$ cat src/rtl/rv32i_pkg.sv
// Shared RV32I definitions for the memory stage: funct3 encodings, writeback
// select codes, FSM state and the MEM/WB register layout.
package rv32i_pkg;

  localparam logic [2:0] F3_B  = 3'b000;
  localparam logic [2:0] F3_H  = 3'b001;
  localparam logic [2:0] F3_W  = 3'b010;
  localparam logic [2:0] F3_BU = 3'b100;
  localparam logic [2:0] F3_HU = 3'b101;

  localparam logic [1:0] WB_ALU = 2'b00;
  localparam logic [1:0] WB_MEM = 2'b01;
  localparam logic [1:0] WB_PC4 = 2'b10;

  typedef enum logic {
    ST_IDLE = 1'b0,
    ST_BUSY = 1'b1
  } mem_state_e;

  typedef struct packed {
    logic        valid;
    logic        regwrite;
    logic [4:0]  rd;
    logic [1:0]  wb_sel;
    logic [31:0] alu;
    logic [31:0] pc;
    logic [31:0] mem_data;
  } memwb_t;

  // Illegal size encodings are reported as misaligned so they are squashed too.
  function automatic logic access_misaligned(input logic       is_store,
                                             input logic [2:0] f3,
                                             input logic [1:0] lo);
    logic legal;
    if (is_store) legal = (f3 == F3_B) || (f3 == F3_H) || (f3 == F3_W);
    else          legal = (f3 == F3_B) || (f3 == F3_H) || (f3 == F3_W) ||
                          (f3 == F3_BU) || (f3 == F3_HU);
    return !legal || ((f3[1:0] == 2'b01) && lo[0]) ||
           ((f3[1:0] == 2'b10) && (lo != 2'b00));
  endfunction

endpackage

$ cat src/rtl/mem_stage_load_align.sv
// Load data alignment: picks the byte/half lane from the read word and
// sign- or zero-extends it according to funct3.
module load_align
  import rv32i_pkg::*;
(
  input  logic [2:0]  funct3_i,
  input  logic [1:0]  addr_lo_i,
  input  logic [31:0] rdata_i,
  output logic [31:0] data_o
);

  logic [7:0]  byte_w;
  logic [15:0] half_w;

  always_comb begin
    case (addr_lo_i)
      2'd0:    byte_w = rdata_i[7:0];
      2'd1:    byte_w = rdata_i[15:8];
      2'd2:    byte_w = rdata_i[23:16];
      default: byte_w = rdata_i[31:24];
    endcase
    half_w = addr_lo_i[1] ? rdata_i[31:16] : rdata_i[15:0];

    case (funct3_i)
      F3_B:    data_o = {{24{byte_w[7]}}, byte_w};
      F3_H:    data_o = {{16{half_w[15]}}, half_w};
      F3_W:    data_o = rdata_i;
      F3_BU:   data_o = {24'h0, byte_w};
      F3_HU:   data_o = {16'h0, half_w};
      default: data_o = '0;
    endcase
  end

endmodule

$ cat src/rtl/mem_stage.sv
// RV32I memory-access stage: drives the data-memory req/ack bus, stalls
// upstream while an access is outstanding and registers the MEM/WB slot.
module mem_stage
  import rv32i_pkg::*;
#(
  parameter int unsigned TIMEOUT_CYCLES = 16
) (
  input  logic        clk,
  input  logic        rst_n,
  input  logic        valid_i,
  input  logic        memread_i,
  input  logic        memwrite_i,
  input  logic [2:0]  funct3_i,
  input  logic [31:0] alu_result_i,
  input  logic [31:0] rs2_data_i,
  input  logic        regwrite_i,
  input  logic [4:0]  rd_addr_i,
  input  logic [1:0]  wb_sel_i,
  input  logic [31:0] pc_address_i,
  output logic        stall_o,
  output logic        dmem_req_o,
  output logic        dmem_we_o,
  output logic [31:0] dmem_addr_o,
  output logic [31:0] dmem_wdata_o,
  output logic [3:0]  dmem_be_o,
  input  logic [31:0] dmem_rdata_i,
  input  logic        dmem_ack_i,
  output logic [31:0] mem_data_o,
  output logic [31:0] alu_result_o,
  output logic        regwrite_o,
  output logic [4:0]  rd_addr_o,
  output logic [1:0]  wb_sel_o,
  output logic [31:0] pc_address_o,
  output logic        mem_valid_o,
  output logic        misalign_o,
  output logic        bus_err_o
);

  localparam logic [7:0] TO_LAST = 8'(TIMEOUT_CYCLES - 1);

  mem_state_e  state_q, state_d;
  logic [7:0]  cnt_q, cnt_d;

  logic        we_q;
  logic [29:0] addr_q;
  logic [1:0]  lo_q;
  logic [2:0]  f3_q;
  logic [31:0] wdata_q, wdata_d;
  logic [3:0]  be_q, be_d;

  memwb_t      wb_q, wb_d;
  logic        misalign_q, bus_err_q;

  logic        mem_op, misalign, issue, timeout, ack_done;
  logic [31:0] ld_data;

  assign mem_op   = valid_i & (memread_i | memwrite_i);
  assign misalign = mem_op & access_misaligned(memwrite_i, funct3_i, alu_result_i[1:0]);
  assign issue    = (state_q == ST_IDLE) & mem_op & ~misalign;
  assign ack_done = (state_q == ST_BUSY) & dmem_ack_i;
  assign timeout  = (state_q == ST_BUSY) & ~dmem_ack_i & (cnt_q == TO_LAST);

  // FSM state register
  always_ff @(posedge clk) begin
    if (!rst_n) begin
      state_q <= ST_IDLE;
      cnt_q   <= '0;
    end else begin
      state_q <= state_d;
      cnt_q   <= cnt_d;
    end
  end

  // FSM next state; ack is tested before timeout so it wins a tie
  always_comb begin
    state_d = state_q;
    cnt_d   = cnt_q;
    case (state_q)
      ST_IDLE: begin
        if (issue) begin
          state_d = ST_BUSY;
          cnt_d   = '0;
        end
      end
      ST_BUSY: begin
        if (dmem_ack_i || timeout) begin
          state_d = ST_IDLE;
          cnt_d   = '0;
        end else begin
          cnt_d = cnt_q + 8'd1;
        end
      end
    endcase
  end

  // FSM outputs
  always_comb begin
    stall_o    = issue | ((state_q == ST_BUSY) & ~dmem_ack_i & ~timeout);
    dmem_req_o = (state_q == ST_BUSY);
  end

  always_comb begin
    case (funct3_i[1:0])
      2'b00:   wdata_d = {4{rs2_data_i[7:0]}};
      2'b01:   wdata_d = {2{rs2_data_i[15:0]}};
      default: wdata_d = rs2_data_i;
    endcase
    case (funct3_i[1:0])
      2'b00:   be_d = 4'b0001 << alu_result_i[1:0];
      2'b01:   be_d = alu_result_i[1] ? 4'b1100 : 4'b0011;
      default: be_d = 4'b1111;
    endcase
  end

  always_ff @(posedge clk) begin
    if (!rst_n) begin
      we_q    <= 1'b0;
      addr_q  <= '0;
      lo_q    <= '0;
      f3_q    <= '0;
      wdata_q <= '0;
      be_q    <= '0;
    end else if (issue) begin
      we_q    <= memwrite_i;
      addr_q  <= alu_result_i[31:2];
      lo_q    <= alu_result_i[1:0];
      f3_q    <= funct3_i;
      wdata_q <= wdata_d;
      be_q    <= be_d;
    end
  end

  load_align u_load_align (
    .funct3_i  (f3_q),
    .addr_lo_i (lo_q),
    .rdata_i   (dmem_rdata_i),
    .data_o    (ld_data)
  );

  // Upstream fields are still valid on ack because EX/MEM was held by stall_o.
  always_comb begin
    wb_d = '0;
    if (((state_q == ST_IDLE) && valid_i && !mem_op) || ack_done) begin
      wb_d.valid    = 1'b1;
      wb_d.regwrite = regwrite_i;
      wb_d.rd       = rd_addr_i;
      wb_d.wb_sel   = wb_sel_i;
      wb_d.alu      = alu_result_i;
      wb_d.pc       = pc_address_i;
      wb_d.mem_data = (ack_done && !we_q) ? ld_data : '0;
    end
  end

  always_ff @(posedge clk) begin
    if (!rst_n) begin
      wb_q       <= '0;
      misalign_q <= 1'b0;
      bus_err_q  <= 1'b0;
    end else begin
      wb_q       <= wb_d;
      misalign_q <= (state_q == ST_IDLE) & misalign;
      bus_err_q  <= timeout;
    end
  end

  assign dmem_we_o    = we_q;
  assign dmem_addr_o  = {addr_q, 2'b00};
  assign dmem_wdata_o = wdata_q;
  assign dmem_be_o    = be_q;

  assign mem_valid_o  = wb_q.valid;
  assign regwrite_o   = wb_q.regwrite;
  assign rd_addr_o    = wb_q.rd;
  assign wb_sel_o     = wb_q.wb_sel;
  assign alu_result_o = wb_q.alu;
  assign pc_address_o = wb_q.pc;
  assign mem_data_o   = wb_q.mem_data;
  assign misalign_o   = misalign_q;
  assign bus_err_o    = bus_err_q;

endmodule

$ cat config.mk
export PLATFORM = sky130hd
export DESIGN_NAME = mem_stage
export DESIGN_NICKNAME = d
export VERILOG_FILES = /design/src/rtl/rv32i_pkg.sv /design/src/rtl/mem_stage_load_align.sv /design/src/rtl/mem_stage.sv
export SDC_FILE = /design/constraint.sdc
export NUM_CORES = 1
export LEC_CHECK = 0
export ABC_CLOCK_PERIOD_IN_PS = 2300
export CORE_ASPECT_RATIO = 0.5
export CORE_UTILIZATION = 41
export CTS_CLUSTER_SIZE = 40
export DETAILED_ROUTE_END_ITERATION = 8
export GPL_TIMING_DRIVEN = 0
export HOLD_SLACK_MARGIN = 0.05
export PLACE_DENSITY = 0.8
export RECOVER_POWER = 100
export SYNTH_ARGS = -nofsm -noshare
export SYNTH_HDL_FRONTEND = slang
export SYNTH_SLANG_ARGS = --single-unit
$ cat constraint.sdc
create_clock -name clk -period 2.3 [get_ports clk]
set_clock_uncertainty 0.05 [all_clocks]
set_input_delay 0.46 -clock clk [delete_from_list [all_inputs] [get_ports clk]]
set_output_delay 0.46 -clock clk [all_outputs]
set_load 0.005 [all_outputs]
# After elaboration in Yosys (flattened, before gate mapping)

Index checks and enable logic that the tools add are counted.

$add $sub $neg: 1
Equality and inequality tests: 14
Shift operators: 1
Multiplexer cells: 15
Bitwise operators: 15
Reduce and logical (&&, ||, !) cells: 23

Operator list:

| operator                                                          | number |
|---|---|
| 32-bit one-hot mux with 5 select lines                            | 1 |
| 105-bit two-way mux                                               | 1 |
| 32-bit one-hot mux with 2 select lines                            | 1 |
| 32-bit two-way mux                                                | 1 |
| 8-bit one-hot mux with 3 select lines                             | 1 |
| 16-bit two-way mux                                                | 1 |
| 8-bit two-way mux                                                 | 2 |
| 8-bit one-hot mux with 2 select lines                             | 1 |
| 3-bit == test, second input constant                              | 4 |
| 1-bit AND                                                         | 9 |
| 8-bit by 1-bit adder with 8-bit output, second input constant     | 1 |
| 8-bit by 4-bit == test with 1-bit output, second input constant   | 1 |
| 1-bit logical OR                                                  | 8 |
| 4-bit one-hot mux with 2 select lines                             | 1 |
| 3-bit by 1-bit == test with 1-bit output, second input constant   | 2 |
| 3-bit by 2-bit == test with 1-bit output, second input constant   | 2 |
| 3-bit zero test                                                   | 2 |
| 1-bit logical AND                                                 | 5 |
| 2-bit by 1-bit == test with 1-bit output, second input constant   | 2 |
| 2-bit == test, second input constant                              | 2 |
| 2-bit zero test                                                   | 2 |
| 4-bit two-way mux                                                 | 1 |
| 1-bit inverter                                                    | 4 |
| 1-bit by 2-bit left shift with 4-bit output, first input constant | 1 |
| 8 further kinds                                                   | 13 |

Register bits: 188
Input port bits: 145
Output and inout port bits: 178
Logic and storage cells: 86

# Depth between registers and ports, before layout

Gate-level depths: netlist (run 1).

Word-level depth: 14
Gate-level depth with buffers: 7

# By module

From an unflattened synthesis (run 1), not the netlist that was laid out.

Cell total of the unflattened synthesis: 779
Area, all modules: 7433.4 um^2

Modules (own cells, without submodules):

| module     | times used | cells an instance | area each (um^2) | seq. area each (um^2) |
|---|---|---|---|---|
| mem_stage  | 1          | 646               | 6388.6           | 3763.6 |
| load_align | 1          | 133               | 1044.8           | 0.0 |

# Worst setup path before layout (run 1)

No wires, ideal clock.

Path kind: flip-flop to flip-flop
Start: reg lo_q[1]
End: reg wb_q (netlist bit mem_data_o[21])
Setup time: 0.132 ns
Arrival: 1.508 ns
Data required time: 2.118 ns
Setup slack: 0.609 ns
Cell stages (with the launch flop): 8
Path buffers: 3
Period minus slack after synthesis: 1.691 ns
Cell sequence: dfxtp_1 -> buf_4 -> mux4_2 -> mux2i_1 -> or2_1 -> buf_2 -> buf_6 -> a21oi_1

Word-level cells in the longest chain between the ends: 3

RTL lines:

| what                                     | line                       | source |
|---|---|---|
| start: declaration                       | mem_stage.sv:46            | `logic [1:0] lo_q;` |
| start signal: assignment                 | mem_stage.sv:126           | `lo_q <= alu_result_i[1:0];` |
| 2-bit == test (tied with other cells)    | mem_stage_load_align.sv:16 | `case (addr_lo_i)` |
| 8-bit one-hot mux with 3 select lines    | mem_stage_load_align.sv:16 |  |
| 32-bit one-hot mux with 5 select lines * | mem_stage_load_align.sv:24 | `case (funct3_i)` |
| end signal: assignment                   | mem_stage.sv:160           | `wb_q <= wb_d;` |
| end: declaration                         | mem_stage.sv:51            | `memwb_t wb_q, wb_d;` |

Mark *: on every way between the ends. The rest lies on a longest branch, timed or not.
A chain may end at the register's enable or synchronous reset.

# Final worst setup path (run 1)

Start: reg cnt_q[4]
End: out stall_o

Word-level cells in the longest chain between the ends: 5

RTL lines:

| what                                     | line            | source |
|---|---|---|
| start: declaration                       | mem_stage.sv:42 | `logic [7:0] cnt_q, cnt_d;` |
| start signal: assignment                 | mem_stage.sv:70 | `cnt_q <= cnt_d;` |
| 8-bit by 4-bit == test with 1-bit output | mem_stage.sv:61 | `assign timeout = (state_q == ST_BUSY) & ~dmem_ack_i & (cnt_q == TO_LAST);` |
| 1-bit AND                                | mem_stage.sv:61 |  |
| 1-bit inverter                           | mem_stage.sv:98 | `stall_o = issue \| ((state_q == ST_BUSY) & ~dmem_ack_i & ~timeout);` |
| 1-bit AND                                | mem_stage.sv:98 |  |
| 1-bit bitwise OR                         | mem_stage.sv:98 |  |
| end: declaration                         | mem_stage.sv:20 | `output logic stall_o,` |

Every way passes these cells.

==> results of run 1 <==
-- through the flow --
step | power (W) | setup WS [ps] | instances | util [%] | cell area (sq um)
2_1_floorplan | 0.00379 | 609 | 715 | - | 6770
3_3_place_gp | 0.00435 | -532 | 1255 | 64.9 | 10200
3_5_place_dp | 0.00437 | -560 | 1255 | 64.9 | 10200
4_1_cts | 0.00733 | 60.9 | 1288 | 69.0 | 10900
5_1_grt | 0.00748 | -13.7 | 1288 | 68.9 | 10900
6_report | 0.00726 | 80.3 | 1288 | 68.9 | 10900
-- final cells by class --
class / instances / area (sq um)
clock buffers: 18 / 439
well taps: 221 / 277
multi-input cells: 470 / 2790
inverters: 4 / 15.0
fillers: 1252 / 4900
repair buffers: 320 / 3190
clock inverters: 14 / 159
plain buffers: 53 / 233
flip-flops and latches: 188 / 3760
-- cell families after synthesis --
| family | count (synthesis) | share of synthesized area (%) |
|---|---|---|
| AO/OA/AOI/OAI | 152 | 14.1 |
| XOR/XNOR | 2 | 0.259 |
| adder cells (fa/ha/maj) | 1 | 0.185 |
| buffers and inverters | 57 | 3.85 |
| flip-flops | 188 | 55.6 |
| multiplexers | 33 | 6.38 |
| other | 1 | 0.0554 |
| AND/OR/NAND/NOR | 280 | 19.6 |
-- flip-flops by register name, indices dropped and copies added, names as in the netlist, 2 cells and up --
register / flops
addr_q: 30
alu_result_o: 32
cnt_q: 8
dmem_be_o: 4
dmem_wdata_o: 32
f3_q: 3
lo_q: 2
mem_data_o: 32
pc_address_o: 32
rd_addr_o: 5
wb_sel_o: 2
-- worst max path at each step --
| stage | slack, ps | cells after the start | end | from |
|---|---|---|---|---|
| floorplan | 610 | 7 | mem_data_o[21]$_SDFF_PN0_ | lo_q[1]$_SDFFE_PN0P_ |
| global route | -10 | 5 | stall_o | cnt_q[4]$_SDFFE_PN0P_ |
| finish | 80 | 5 | stall_o | cnt_q[4]$_SDFFE_PN0P_ |
| detailed placement | -560 | 5 | stall_o | alu_result_i[0] |
| global placement | -530 | 5 | stall_o | alu_result_i[0] |
| CTS | 60 | 5 | stall_o | cnt_q[4]$_SDFFE_PN0P_ |
-- placed cells by master, fill, tap and decap left out, types with 6 or more instances in the layout --
cell             netlist  final
dlygate4sd3_1          0    175
nand2_1              133    133
nor2_1                42     41
o211ai_1               7      7
clkbuf_16              0     17
and2_1                72     43
dlygate4sd2_1          0      6
clkbuf_1              26     34
dfxtp_1              188    187
a311oi_1               9      9
nor3_1                 7      7
o21ai_0               13     13
a221oi_1               7      7
a21oi_1               79     78
clkdlybuf4s50_1        0    137
and2_0                 0     29
buf_2                 16      8
mux2i_1               24     24
mux4_2                 8      8
a211oi_1              10     10
a22oi_1                9      9
-- worst max-delay path, delay by kind of cell, from the launching register on --
kind / cells / cell delay, ps
buffers and inverters: 2 / 460
AO/OA/AOI/OAI: 1 / 110
flip-flops: 1 / 300
AND/OR/NAND/NOR: 2 / 420
-- power by group --
part           switching (W)  internal, W  total, W
registers          0.0000397      0.00335   0.00339
clock network        0.00134      0.00166   0.00300
logic               0.000397     0.000482  0.000879
-- routing by layer --
metal / share of wire [%] / vias up
li1: - / 3121
met1: 43 / 3040
met2: 50 / 235
met3: 5.7 / 41
met4: 1.9 / 0
met5: 0 / -
-- repair_timing --
action                     CTS  global route
gates resized for setup     18             2
pin swaps                    2             0
setup buffers                1             0
setup endpoints to repair    1            27
==> reports/qor.txt, run 1 <==
vias -> 6437
Startpoint Class -> flip-flop
GR Util All Layers -> 25.9%
r2r setup slk -> 220 ps
Hold Path End -> cnt_q[0]$_SDFFE_PN0P_
area leader, netlist -> dfxtp_1
critical path fanouts, max -> 8
share of layout cells above drive strength 1 -> 6.37%
Fin Hold WS -> 391 ps
final wirelength -> 22600 microns
Starting Density -> 42.9%
P&R area growth vs syn -> 60.7%
Hold Buf Count CTS -> 0
Clock transition at path regs -> 70 ps
first-pass GRT wire length -> 33700 microns
worst-margin pin slew -> 737 ps
Avg Inst Size Synth -> 9.48 sq um
DRC -> 0
pin count of the biggest net entering global routing -> 18
Worst VDD drop -> 0.536 mV
detailed router's first-iteration violation count -> 421
vias per cell -> 5.00
Hold Vio Cnt, Final -> 0
Die ar. -> 17100 sq um
most frequent cell after synthesis -> dfxtp_1
GR Util met2 -> 45.1%
diodes inserted -> 0
Worst Setup End Kind -> output pin
PD cells -> 668 nW/um^2
synth unique cells -> 52
Core ar. -> 15800 sq um
synth warn -> 0
Congestion Overflow GR -> 0
count of final max-slew check failures -> 0
DRT antenna net count -> 0
Post-Synthesis Cells -> 714
htree depth -> 4
arrival time worst endpoint -> 1710 ps
status -> finished, final reports clean
RR Endpoint -> mem_data_o[7]$_SDFF_PN0_
number of global-route vias before repair -> 5973
CP max-delay cell -> dfxtp_1
die height -> 92.9 microns
RSZ-0062 raised after global routing -> yes
Final HPWL DP -> 17500 microns
met3 usage -> 4.95%
met1 Use GR -> 32.4%
mapped cell area -> 6770 sq um
final net count -> 1200
root buf cell -> clkbuf_16
crit path time final -> 2220 ps
number of max-cap violations -> 0
Area contributors post-synth -> dfxtp_1, nand2_1, and2_1
Placer Congestion -> 0.870
crit share post-route -> 96.5%
Synth async-reset ratio -> 0%
Yosys reg bits -> 188
IO Pins -> 323
HP Class -> primary input to flip-flop
CP Cell Sequence -> clkbuf_1 -> nor4_4 -> a21oi_2 -> nand2b_4 -> dlygate4sd2_1
Inserted Clock Buffers -> 17
sequential share of the synthesized area -> 55.6%
Post-synth top flop -> dfxtp_1
crit path kind -> flip-flop to output pin
Min-Delay Path Depth -> 2
drt wl/cell -> 17.5 microns
Leak -> 4.50 nW
CTS tree -> built
slowest stage delay, CP -> 300 ps
Fmax -> 451 MHz
initial antenna violation count -> 0
top-area cell type share of the netlist area -> 55.6%
I/O Buffers -> 319
worst r2r path cells -> 5
Post-synth top cells -> dfxtp_1, nand2_1, a21oi_1
gr busiest metal -> met2
chip width -> 184 microns
Slew headroom -> 50.7%
Post-synth EDFFs -> 0
reg2reg start -> f3_q[1]$_SDFFE_PN0P_
HP Start -> rst_n
clk sinks -> 188
Rows -> 32
final setup TNS -> 0 ps
Bufs on Longest Clock Path -> 2
Setup Viol. Count Final -> 0
router iterations before antenna repair -> 7
Worst EP required -> 1790 ps
clk_lat worst skew -> 420 ps
Power figures use the tool's default switching activity.
==> inputs of run 2 (changes only) <==
--- a/config.mk
+++ b/config.mk
@@ -5,15 +5,17 @@
 export SDC_FILE = /design/constraint.sdc
 export NUM_CORES = 1
 export LEC_CHECK = 0
-export ABC_CLOCK_PERIOD_IN_PS = 2300
+export ABC_CLOCK_PERIOD_IN_PS = 2550
 export CORE_ASPECT_RATIO = 0.5
-export CORE_UTILIZATION = 41
+export CORE_UTILIZATION = 42
 export CTS_CLUSTER_SIZE = 40
 export DETAILED_ROUTE_END_ITERATION = 8
 export GPL_TIMING_DRIVEN = 0
 export HOLD_SLACK_MARGIN = 0.05
 export PLACE_DENSITY = 0.8
 export RECOVER_POWER = 100
+export SKIP_LAST_GASP = 1
 export SYNTH_ARGS = -nofsm -noshare
 export SYNTH_HDL_FRONTEND = slang
+export SYNTH_HIERARCHICAL = 1
 export SYNTH_SLANG_ARGS = --single-unit
==> constraint.sdc (replaced) <==
create_clock -name clk -period 2.55 [get_ports clk]
set_clock_uncertainty 0.05 [all_clocks]
set_input_delay 0.51 -clock clk [delete_from_list [all_inputs] [get_ports clk]]
set_output_delay 0.51 -clock clk [all_outputs]
set_load 0.005 [all_outputs]
==> reports/qor.txt, run 2 <==
status -> finished, final reports clean
crit share post-route -> 96.7%
most frequent cell after synthesis -> dfxtp_1
PD cells -> 588 nW/um^2 (-12%)
slowest stage delay, CP -> 550 ps (+250 ps)
Synth async-reset ratio -> 0% (unchanged)
die height -> 96.1 microns (+3.5%)
sequential share of the synthesized area -> 50.6% (-5.0 points)
clk sinks -> 188 (unchanged)
CP max-delay cell -> dlygate4sd3_1
Post-synth top flop -> dfxtp_1
Setup Viol. Count Final -> 0 (unchanged)
top-area cell type share of the netlist area -> 50.6% (-5.0 points)
initial antenna violation count -> 0 (unchanged)
Worst Setup End Kind -> output pin
crit path kind -> primary input to output pin
r2r setup slk -> 350 ps (+130 ps)
Buf/Inv on CP -> 3 (+1)
number of max-cap violations -> 0 (unchanged)
Total Power Consumption -> 0.00680 W (-6.4%)
Post-Synthesis Cells -> 779 (+9.1%)
final instance area -> 11600 sq um (+6.4%)
router iterations before antenna repair -> 5 (-2)
Post-synth top cells -> dfxtp_1, and2_1, nand3_1
Leak -> 5.25 nW (+17%)
Hold Vio Cnt, Final -> 0 (unchanged)
Clock transition at path regs -> 70 ps (about the same)
Fmax -> 405 MHz
clk_lat worst skew -> 420 ps (about the same)
worst-margin pin slew -> 795 ps (+57.3 ps)
CP Cell Sequence -> dlygate4sd3_1 -> o21a_2 -> o211ai_4 -> clkbuf_4 -> nand2_1 -> dlygate4sd2_1
CTS tree -> built
Int Pwr -> 0.00513 W (-6.5%)
commonest non-fill, non-tap cell in the layout -> dfxtp_1
synth unique cells -> 55 (+5.8%)
number of global-route vias before repair -> 6877 (+15%)
Yosys reg bits -> 188 (unchanged)
Fin Hold WS -> 395 ps (+3.27 ps)
Met3 Wirelength -> 1490 microns (+15%)
Place WS -> -732 ps (-172 ps)
final wirelength -> 24600 microns (+9.1%)
HP Class -> flip-flop to flip-flop
DRT antenna net count -> 0 (unchanged)
Congestion Overflow GR -> 0 (unchanged)
first-pass GRT wire length -> 36600 microns (+8.7%)
Avg Inst Size Synth -> 9.54 sq um (+0.67%)
clock power share -> 41.9% (+0.7 points)
diodes inserted -> 0 (unchanged)
Worst path top cell family by delay -> buffers and inverters
Startpoint Class -> primary input
PnR worst setup slack -> 82.9 ps (+2.64 ps)
Bufs on Longest Clock Path -> 2 (unchanged)
Final HPWL DP -> 18800 microns (+7.4%)
highest routing layer actually used -> met4
detailed router's first-iteration violation count -> 409 (-2.9%)
Hold Buf Count CTS -> 0 (unchanged)
power share of the sequential group -> 45.0% (-1.7 points)
htree depth -> 4 (unchanged)
Worst VDD drop -> 0.491 mV (-8.3%)
I/O Buffers -> 320 (+0.31%)
Comb pwr share -> 13.1% (+1.0 points)
Inserted Clock Buffers -> 17 (unchanged)
Area contributors post-synth -> dfxtp_1, and2_1, nand3_1
vias -> 7101 (+10%)
P&R area growth vs syn -> 55.7%
arrival time worst endpoint -> 1910 ps (+200 ps)
root buf cell -> clkbuf_16
GR Util All Layers -> 26.1% (+0.22 points)
final net count -> 1268 (+5.7%)
DRC -> 0 (unchanged)
Placer Congestion -> 0.884 (+1.5%)
Die ar. -> 18300 sq um (+7.1%)
pin count of the biggest net entering global routing -> 18 (unchanged)
synth warn -> 6 (+6)
vias per cell -> 5.21 (+4.3%)
share of layout cells above drive strength 1 -> 8.63% (+2.3 points)
M1 WL -> 10600 microns (+9.9%)
commonest cells after routing, fill and taps aside -> dfxtp_1, dlygate4sd3_1, clkdlybuf4s50_1
RSZ-0062 raised after global routing -> no
crit path time final -> 2470 ps
Core ar. -> 16800 sq um (+6.8%)
critical path fanouts, max -> 10 (+2)
Sw Share -> 24.5% (+0.097 points)
Slew headroom -> 46.9% (-3.8 points)
area leader, netlist -> dfxtp_1
Post-synth EDFFs -> 0 (unchanged)
IO Pins -> 323 (unchanged)
total net switching power -> 0.00167 W (-6.0%)
mapped cell area -> 7430 sq um (+9.8%)
filler instances -> 1297 (+3.6%)
count of final max-slew check failures -> 0 (unchanged)
Starting Density -> 44.1% (+1.2 points)
Worst EP required -> 1990 ps (+200 ps)
met2 wire len -> 12100 microns (+8.5%)
drt wl/cell -> 18.1 microns (+3.2%)
Rows -> 33 (+3.1%)
dpl cell area -> 10900 sq um (+6.7%)
chip width -> 190 microns (+3.5%)
-- run 2: cell count changes in the layout (fill, tap and decap cells not counted), moves of 10 or more --
cell     previous run  this run
o21ai_0            13        37
a21oi_1            78        21
buf_4               4        14
nand2_1           133        85
o211a_1             0        20
mux2_2              1        12
nor2_1             41        14
nand3_1             3       104
and2_0             29        60
a22oi_1             9        19
-- run 2: power groups by stage --
stage,Combinational (W),Sequential (W),Clock (W)
3_3_place_gp,0.000889,0.00313,0
5_1_grt,0.000955,0.00307,0.00300
3_5_place_dp,0.000905,0.00313,0
2_1_floorplan,0.000362,0.00314,0
4_1_cts,0.000918,0.00307,0.00287
6_report,0.000890,0.00306,0.00285
-- run 2: cells by family after synthesis --
logic type,Yosys count,share of synthesized area [%]
AO/OA/AOI/OAI,140,13.9
XOR/XNOR,1,0.118
adder cells (fa/ha/maj),1,0.168
buffers and inverters,69,4.66
flip-flops,188,50.6
multiplexers,40,6.55
other,1,0.0504
AND/OR/NAND/NOR,339,23.9
-- run 2: through the flow --
step           instances  utilization, %  TNS [ps]
6_report            1362            68.7         0
2_1_floorplan        780               -         0
3_5_place_dp        1327            64.8     -2910
4_1_cts             1362            68.9         0
3_3_place_gp        1327            64.8     -2620
5_1_grt             1362            68.7         0
-- run 2: layer usage --
metal  global-route usage, %  vias to the layer above
met5                       0                        -
met4                    10.4                        0
met3                    4.92                       41
met2                    44.4                      276
met1                    33.2                     3377
li1                        -                     3407
-- run 2: repair_timing --
item,in CTS,in global routing
gates resized for setup,16,1
pin swaps,3,0
endpoints found under the setup margin,1,1
buffers inserted,3,0
cloned,0,0
-- run 2: area by class of cell --
class	instances	area, sq um	share of cell area (%)
Buffer	66	329	2.84
Inverter	3	11.3	0.0973
Timing Repair Buffer	323	3200	27.7
Sequential cell	188	3760	32.5
Clock inverter	13	180	1.56
Clock buffer	19	453	3.91
Tap cell	227	284	2.45
Multi-Input combinational cell	523	3350	28.9
-- run 2: path summary, 6_finish.rpt --
kind | cells after the start | end | startpoint
setup / recovery | 6 | stall_o | valid_i
hold / removal | 2 | addr_q[26]$_SDFFE_PN0P_ | addr_q[26]$_SDFFE_PN0P_
setup reg to reg | 6 | alu_result_o[0]$_SDFF_PN0_ | dmem_req_o$_SDFF_PN0_
hold reg to reg | 2 | addr_q[26]$_SDFFE_PN0P_ | addr_q[26]$_SDFFE_PN0P_
-- run 2: tightest hold or removal path: stages, from the launching register on --
cell and delay, ps:
dfxtp_1 310, nand3_1 60, nand2_1 40
